## src/rtl/lut_layer_sequencer.sv

```systemverilog
// lut_layer_sequencer: evaluates one LogicNets layer through a single shared
// 6-input LUT read path, one neuron per cycle. Truth tables and fan-in maps
// are loaded at run time while the block is idle.
module lut_layer_sequencer #(
    parameter int IN_BITS = 64,
    parameter int NEURONS = 16,
    parameter int IDX_W   = $clog2(IN_BITS),
    parameter int NW      = $clog2(NEURONS)
) (
    input  logic               clk,
    input  logic               rst_n,
    input  logic               cfg_we,
    input  logic               cfg_sel,
    input  logic [NW-1:0]      cfg_neuron,
    input  logic [63:0]        cfg_data,
    output logic               cfg_ready,
    input  logic               in_valid,
    output logic               in_ready,
    input  logic [IN_BITS-1:0] in_data,
    output logic               out_valid,
    input  logic               out_ready,
    output logic [NEURONS-1:0] out_data,
    output logic               busy
);

    localparam int MAP_W = 6 * IDX_W;
    localparam logic [IDX_W:0]  INB  = (IDX_W+1)'(IN_BITS);
    localparam logic [NW:0]     NB   = (NW+1)'(NEURONS);
    localparam logic [NW-1:0]   LAST = NW'(NEURONS - 1);

    typedef enum logic [1:0] {IDLE, EVAL, DONE} state_t;

    state_t             state, state_nx;
    logic [NW-1:0]      cnt;
    logic [IN_BITS-1:0] in_reg;
    logic [NEURONS-1:0] res;
    logic [63:0]        tt  [NEURONS];
    logic [MAP_W-1:0]   map [NEURONS];

    logic               accept;
    logic               cfg_wr;
    logic [MAP_W-1:0]   map_cur;
    logic [IDX_W-1:0]   fld;
    logic [5:0]         addr;
    logic               tt_bit;

    assign cfg_ready = (state == IDLE);
    assign in_ready  = (state == IDLE) && !cfg_we;
    assign out_valid = (state == DONE);
    assign out_data  = res;
    assign busy      = (state != IDLE);
    assign accept    = in_valid && in_ready;
    assign cfg_wr    = cfg_we && (state == IDLE) && ({1'b0, cfg_neuron} < NB);

    // State register; reset aborts any evaluation and drops out_valid at once.
    always_ff @(posedge clk or negedge rst_n) begin
        if (!rst_n) state <= IDLE;
        else        state <= state_nx;
    end

    // Next-state logic: accept -> sweep all neurons -> hold result until taken.
    always_comb begin
        state_nx = state;
        case (state)
            IDLE:    if (accept) state_nx = EVAL;
            EVAL:    if (cnt == LAST) state_nx = DONE;
            DONE:    if (out_ready) state_nx = IDLE;
            default: state_nx = IDLE;
        endcase
    end

    // Shared LUT read path: gather six fan-in bits for the current neuron,
    // out-of-range indices read as 0.
    always_comb begin
        fld     = '0;
        addr    = '0;
        map_cur = map[cnt];
        for (int unsigned j = 0; j < 6; j++) begin
            fld     = map_cur[j*IDX_W +: IDX_W];
            addr[j] = ({1'b0, fld} < INB) ? in_reg[fld] : 1'b0;
        end
        tt_bit = tt[cnt][addr];
    end

    // Datapath: config writes and input latch in IDLE, one result bit per EVAL cycle.
    always_ff @(posedge clk or negedge rst_n) begin
        if (!rst_n) begin
            cnt    <= '0;
            in_reg <= '0;
            res    <= '0;
            for (int unsigned i = 0; i < NEURONS; i++) begin
                tt[i]  <= '0;
                map[i] <= '0;
            end
        end else begin
            case (state)
                IDLE: begin
                    if (cfg_wr) begin
                        if (cfg_sel) map[cfg_neuron] <= cfg_data[MAP_W-1:0];
                        else         tt[cfg_neuron]  <= cfg_data;
                    end
                    if (accept) begin
                        in_reg <= in_data;
                        cnt    <= '0;
                    end
                end
                EVAL: begin
                    res[cnt] <= tt_bit;
                    if (cnt != LAST) cnt <= cnt + 1'b1;
                end
                default: ;
            endcase
        end
    end

endmodule

```

## config.mk

```make
export PLATFORM = sky130hd
export DESIGN_NAME = lut_layer_sequencer
export DESIGN_NICKNAME = d
export VERILOG_FILES = /design/src/rtl/lut_layer_sequencer.sv
export SDC_FILE = /design/constraint.sdc
export NUM_CORES = 2
export LEC_CHECK = 0
export ABC_CLOCK_PERIOD_IN_PS = 10200
export CAP_MARGIN = 20
export CORE_MARGIN = 4
export CORE_UTILIZATION = 30
export CTS_CLUSTER_SIZE = 28
export DETAILED_ROUTE_END_ITERATION = 10
export GPL_ROUTABILITY_DRIVEN = 0
export PLACE_DENSITY_LB_ADDON = 0.2
export SYNTH_ARGS = -nofsm -noshare
export SYNTH_HDL_FRONTEND = slang
export SYNTH_SLANG_ARGS = --single-unit
```

## constraint.sdc

```tcl
create_clock -name clk -period 10.2 [get_ports clk]
set_input_delay 1.02 -clock clk [delete_from_list [all_inputs] [get_ports clk]]
set_output_delay 1.02 -clock clk [all_outputs]
set_load 0.1 [all_outputs]
```

# Word level (Yosys, flattened, before mapping)
# Index checks and enable logic that the tools add are counted.
[op_classes]
n_addsub = 1
magnitude_cmp = 12
n_eq_ne = 8
mux = 36
n_bitwise = 3
n_reduce_logical = 14
[ops]
columns = ["op", "count"]
rows = [
  ["bitwise mux 1024 bit", 1],
  ["bitwise mux 576 bit", 1],
  ["binary-select mux 64 bit (select 4 bit)", 1],
  ["demux 64 bit (select 4 bit)", 1],
  ["two-way mux 64 bit", 3],
  ["binary-select mux 36 bit (select 4 bit)", 1],
  ["demux 36 bit (select 4 bit)", 1],
  ["two-way mux 36 bit", 3],
  ["less-than comparator 6 x 7 -> 1 bit (second input constant)", 7],
  ["binary-select mux 1 bit (select 6 bit)", 7],
  ["bitwise mux 16 bit", 1],
  ["AND reduction 3 bit", 4],
  ["greater-or-equal comparator 5 bit (second input constant)", 2],
  ["NOT 4 -> 5 bit", 2],
  ["two-way mux 1 bit", 8],
  ["two-way mux 4 bit", 2],
  ["one-hot mux 4 bit (2 select lines)", 1],
  ["two-way mux 2 bit", 3],
  ["one-hot mux 2 bit (3 select lines)", 1],
  ["logical AND 1 bit", 5],
  ["less-than comparator 4 x 5 -> 1 bit (second input constant)", 1],
  ["less-than comparator 5 x 1 -> 1 bit (second input constant)", 1],
  ["adder 4 x 1 -> 4 bit (second input constant)", 1],
  ["demux 1 bit (select 4 bit)", 1],
  ["12 further kinds", 15],
]
[word_totals]
ff_bits = 1686
inputBits = 138
output_inout_bits = 20
elab_cells = 110

# Depth between registers and ports, before layout
[depth]
word_depth = 9
depth_mapped = 23
mapped_depth_nobuf = 14

# Least setup slack after synthesis
# OpenSTA, ideal clock, no wires.
[synth_timing]
path_kind = "register -> register"
from = "register state[1]"
to = "register cnt[0]"
setup_ns = 0.125
t_arrival_ns = 5.435
required_time_ns = 10.075
setup_slack_ns = 4.640
stages_incl_launch_ff = 9
n_path_buf = 2
period_less_slack_ns = 5.560
cell_sequence = "dfrtp_1 nor2_1 inv_1 nor2_1 and2_1 clkbuf_1 clkbuf_1 o21ai_0 mux2_2"
[synth_between]
elab_chain_cells = 5
word_cells_on_any_way = 9
cone_classes = "3 x eq/ne; 1 x mux; 5 x reduce/logical"
[synth_lines]
columns = ["item", "line", "source"]
rows = [
  ["start, declared", "33", "state_t state, state_nx;"],
  ["start signal, assigned", "58", "else state <= state_nx;"],
  ["logical NOT 2 bit", "n/a", ""],
  ["net cfg_ready", "16", "output logic cfg_ready,"],
  ["logical AND 1 bit", "48", "assign in_ready = (state == IDLE) && !cfg_we;"],
  ["net in_ready", "18", "output logic in_ready,"],
  ["logical AND 1 bit", "52", "assign accept = in_valid && in_ready;"],
  ["inequality test 2 x 1 -> 1 bit (no source line)", "n/a", ""],
  ["AND reduction 3 bit (no source line)", "n/a", ""],
  ["end signal, assigned", "109", "if (cnt != LAST) cnt <= cnt + 1'b1;"],
  ["end, declared", "34", "logic [NW-1:0] cnt;"],
]
# The timed path passes the listed nets, and every way through them passes these cells.
# A chain may end at the register's enable or synchronous reset.

# Worst setup path after layout
[layout_timing]
from = "register cnt[1]"
to = "register res[10] (netlist: out_data[10])"
[layout_between]
elab_chain_cells = 9
word_cells_on_any_way = 27
cone_classes = "2 x order compare; 23 x mux; 1 x bitwise; 1 x reduce/logical"
[layout_lines]
columns = ["item", "line", "source"]
rows = [
  ["NOT 4 -> 5 bit (implied by the code)", "77, 82", ""],
  ["binary-select mux 36 bit (select 4 bit)", "77", "map_cur = map[cnt];"],
  ["two-way mux 36 bit (implied by the code) (2 in a row)", "77", ""],
  ["binary-select mux 1 bit (select 6 bit)", "80", "addr[j] = ({1'b0, fld} < INB) ? in_reg[fld] : 1'b0;"],
  ["two-way mux 1 bit (implied by the code)", "80", ""],
  ["binary-select mux 1 bit (select 6 bit)", "82", "tt_bit = tt[cnt][addr];"],
  ["two-way mux 1 bit (implied by the code)", "82", ""],
  ["bitwise mux 16 bit (*)", "108", "res[cnt] <= tt_bit;"],
  ["end signal, assigned by index", "108", ""],
  ["end, declared", "36", "logic [NEURONS-1:0] res;"],
]
# Mark *: on every way between the ends. The rest lies on a longest branch, timed or not. The select of a mux whose other input is x is not followed.

==> impl_metrics.yaml <==
run_status:
  outcome: "finished, final reports clean"
logic_synthesis:
  synthFlopType: "dfrtp_1"
  synth_compound_area_share_pct: 2.17
  synth_nets: 5235
  syn_avg_cell_area_um2: 15.6
  synth_most_common_cell: "dfrtp_1"
  synth_area_leaders: "dfrtp_1 53%, mux2_2 24%, mux4_2 14%"
  synth_cells: 5093
  synthArstFlopShare_pct: 100
  ys_ff_latch: 1686
  yosysWarnings: 0
  synth_top_area_share_pct: 53.2
  ys_types: 69
  synthMuxAreaShare_pct: 39.7
  synthTopCellsByCount: "1686 x dfrtp_1, 1680 x mux2_2, 507 x mux4_2"
  synth_largest_area_cell: "dfrtp_1"
  synth_area_um2: 79300
  yosys.area_share.adder_pct: 0.0631
  yosys.area_share.simple_pct: 2.27
  synthXorXnorAreaFrac_pct: 0.0110
  synth_edf_count: 0
  seq_area_frac_synth_pct: 53.2
  synth_top_family_by_area: "multiplexers"
critical_path:
  end_kind: "flop"
  crit-reg2reg-launch: "cnt[1]"
  path_max_fanout: 113
  rrSetupSlack_ns: 3.02
  cp-start-kind: "flop"
  cp_data_required_time_ns: 10.90
  crit_type: "flop to flop"
  worstPathArrival_ns: 7.88
  timing.rr.end: "out_data[10]"
  r2r_cells: 16
timing:
  fin_crit_sh_pct: 70.4
  timing.slew.headroom_pct: 22.6
  hold_viol: 0
  timing.setup.tns_ns: 0
  final.min_clock_period_ns: 7.18
  tightestPinTransition_ns: 1.16
  fmax_ghz: 0.139
  clock_skew_ns: 0.0300
  rsz0062_at_grt: "no"
  finalSetupViolCount: 0
  final_max_slew_viol_count: 0
finish:
  register_area_um2: 42200
  syn2layout_area_growth_pct: 15.2
  fillCellCount: 25100
  drive_gt1_share_pct: 50.5
  multi_input_area_um2: 35300
  final_nets: 5262
  largest_reg_flops: 1024
die:
  core.rowCount: 188
  die_y_um: 522
  die-area_um2: 273000
  die_x_um: 522
  core_um2: 263000
  io_pins: 158
  start_util_pct: 30.2
global_route:
  grt_first_pass_wirelength_mm: 358
  grt_pass1_vias: 49100
  antenna_found_initial: 24
  gr-total-overflow: 0
  grt.total_usage_pct: 17.7
  grt_max_degree: 181
route:
  num_vias: 46200
  avgRoutedWirePerCell_um: 27.5
  dr.pass1.iters: 6
  drtAntennaViolNets: 0
  drc: 0
  routed_via_density: 5.24
  first_iter_violations: 3399
  wirelength_mm: 242
clock_tree:
  cts_tree: "built"
  cts.sinks: 1686
  clkTransAtPathRegs_ns: 0.06
  clk_latency_ns: 0.82
  cts_buffers: 191
  cts_hold_buf: 0
  cts_max_level: 4
  postCtsSetupBuffers: 0
  clockBufferDepth: 3
  cts_resized: 0
  clock-root-buffer: "clkbuf_16"
power:
  pwr_density_cell_nw_per_um2: 283
  seqPwrFrac_pct: 37.5
  power.switching_w: 0.00910
  leakage_nw: 41.3
  max-vdd-ir-drop_mv: 0.266
  internal_power_w: 0.0167
  comb_power_share_pct: 35.7
  swShare_pct: 35.3
  clock_power_share_pct: 26.8
  power_w: 0.0258
placement:
  numPortBuffers: 157
  hpwl_mm: 139
min_path:
  min_path_type: "primary input to asynchronous set/reset pin"
job:
  drv_cap: 0
==> stage by stage <==
stage / worst slack (ns) / cells / hold WS [ns] / utilization [%] / cell area, um^2
floorplan: 4.64 / 5093 / 0.474 / - / 79300
global placement: 3.07 / 8423 / 0.481 / 32.2 / 84500
detailed placement: 2.87 / 8432 / 0.487 / 32.2 / 84700
CTS: 2.86 / 8783 / 0.166 / 34.7 / 91100
global route: 2.55 / 8797 / 0.210 / 34.8 / 91300
finish: 3.02 / 8801 / 0.185 / 34.8 / 91300
==> power by group through the flow <==
stage / registers (W) / clock network [W] / logic, W
final: 0.00967 / 0.00692 / 0.00921
after global routing: 0.00981 / 0.00740 / 0.00985
after CTS: 0.00961 / 0.00714 / 0.00927
after detailed placement: 0.00972 / 0 / 0.00924
after global placement: 0.00968 / 0 / 0.00914
after floorplan: 0.00917 / 0 / 0.00668
==> worst max-delay path, cell delays in order (launching register included) <==
cell and delay [ns]:
dfrtp_4 0.81, buf_12 0.59, buf_4 0.75, mux4_2 0.42
o22ai_1 0.48, a21o_1 0.37, nor3_1 0.20, a221oi_1 0.42
a211oi_1 0.13, o211ai_1 0.21, nand3_2 0.30, nor3b_1 0.34
o2bb2ai_1 0.16, a211oi_1 0.26, a2bb2oi_1 0.21, nand3_1 0.74
o31ai_1 0.50
==> cells in the final DEF, fill, tap and decap left out, types with 8 or more instances in the layout <==
cell type,instances
nand2b_1,16
a32oi_1,11
and2_1,13
buf_12,11
nand4_1,25
clkbuf_16,195
a22oi_1,28
dfrtp_1,1683
a21oi_1,41
mux2_2,1680
a211oi_1,22
o211ai_1,8
nand3_1,39
buf_16,9
mux2i_1,118
o31ai_1,19
o21ai_0,42
clkbuf_8,49
and3_1,13
inv_1,19
nor2b_1,22
mux4_2,507
buf_8,8
nor3_1,17
nand2_2,12
clkdlybuf4s50_1,156
clkinv_2,37
nor2_1,38
a31oi_1,13
nand2_4,9
nand2_1,136
clkbuf_1,48
buf_4,99
diode_2,8
==> cell families after synthesis <==
group                    after synthesis
AO/OA/AOI/OAI                        248
XOR/XNOR                               1
adder cells (fa/ha/maj)                4
buffers and inverters                474
flip-flops                          1686
multiplexers                        2306
AND/OR/NAND/NOR                      374
==> routing by layer <==
metal / routed length, um / global-route usage [%]
met1: 112000 / 25.1
met3: 11100 / 2.87
met2: 113000 / 28.4
met4: 5270 / 4.10
met5: 65 / 0
==> worst max-delay path by stage <==
stage,from,to,depth (start not counted)
after floorplan,state[1],cnt[0],8
after CTS,cnt[0],out_data[10],13
final,cnt[1],out_data[10],16
after global placement,cnt[0],out_data[7],13
after global routing,cnt[0],out_data[12],15
after detailed placement,cnt[0],out_data[10],13
==> area by class of cell <==
class	instances	share of cell area, %
Inverter	23	0.103
Multi-Input combinational cell	2933	38.7
Clock buffer	291	6.25
Antenna cell	8	0.0219
Timing Repair Buffer	285	3.20
Clock inverter	60	0.740
Sequential cell	1686	46.2
Tap cell	3515	4.82
Note: power is estimated with default switching activity, not from simulation.
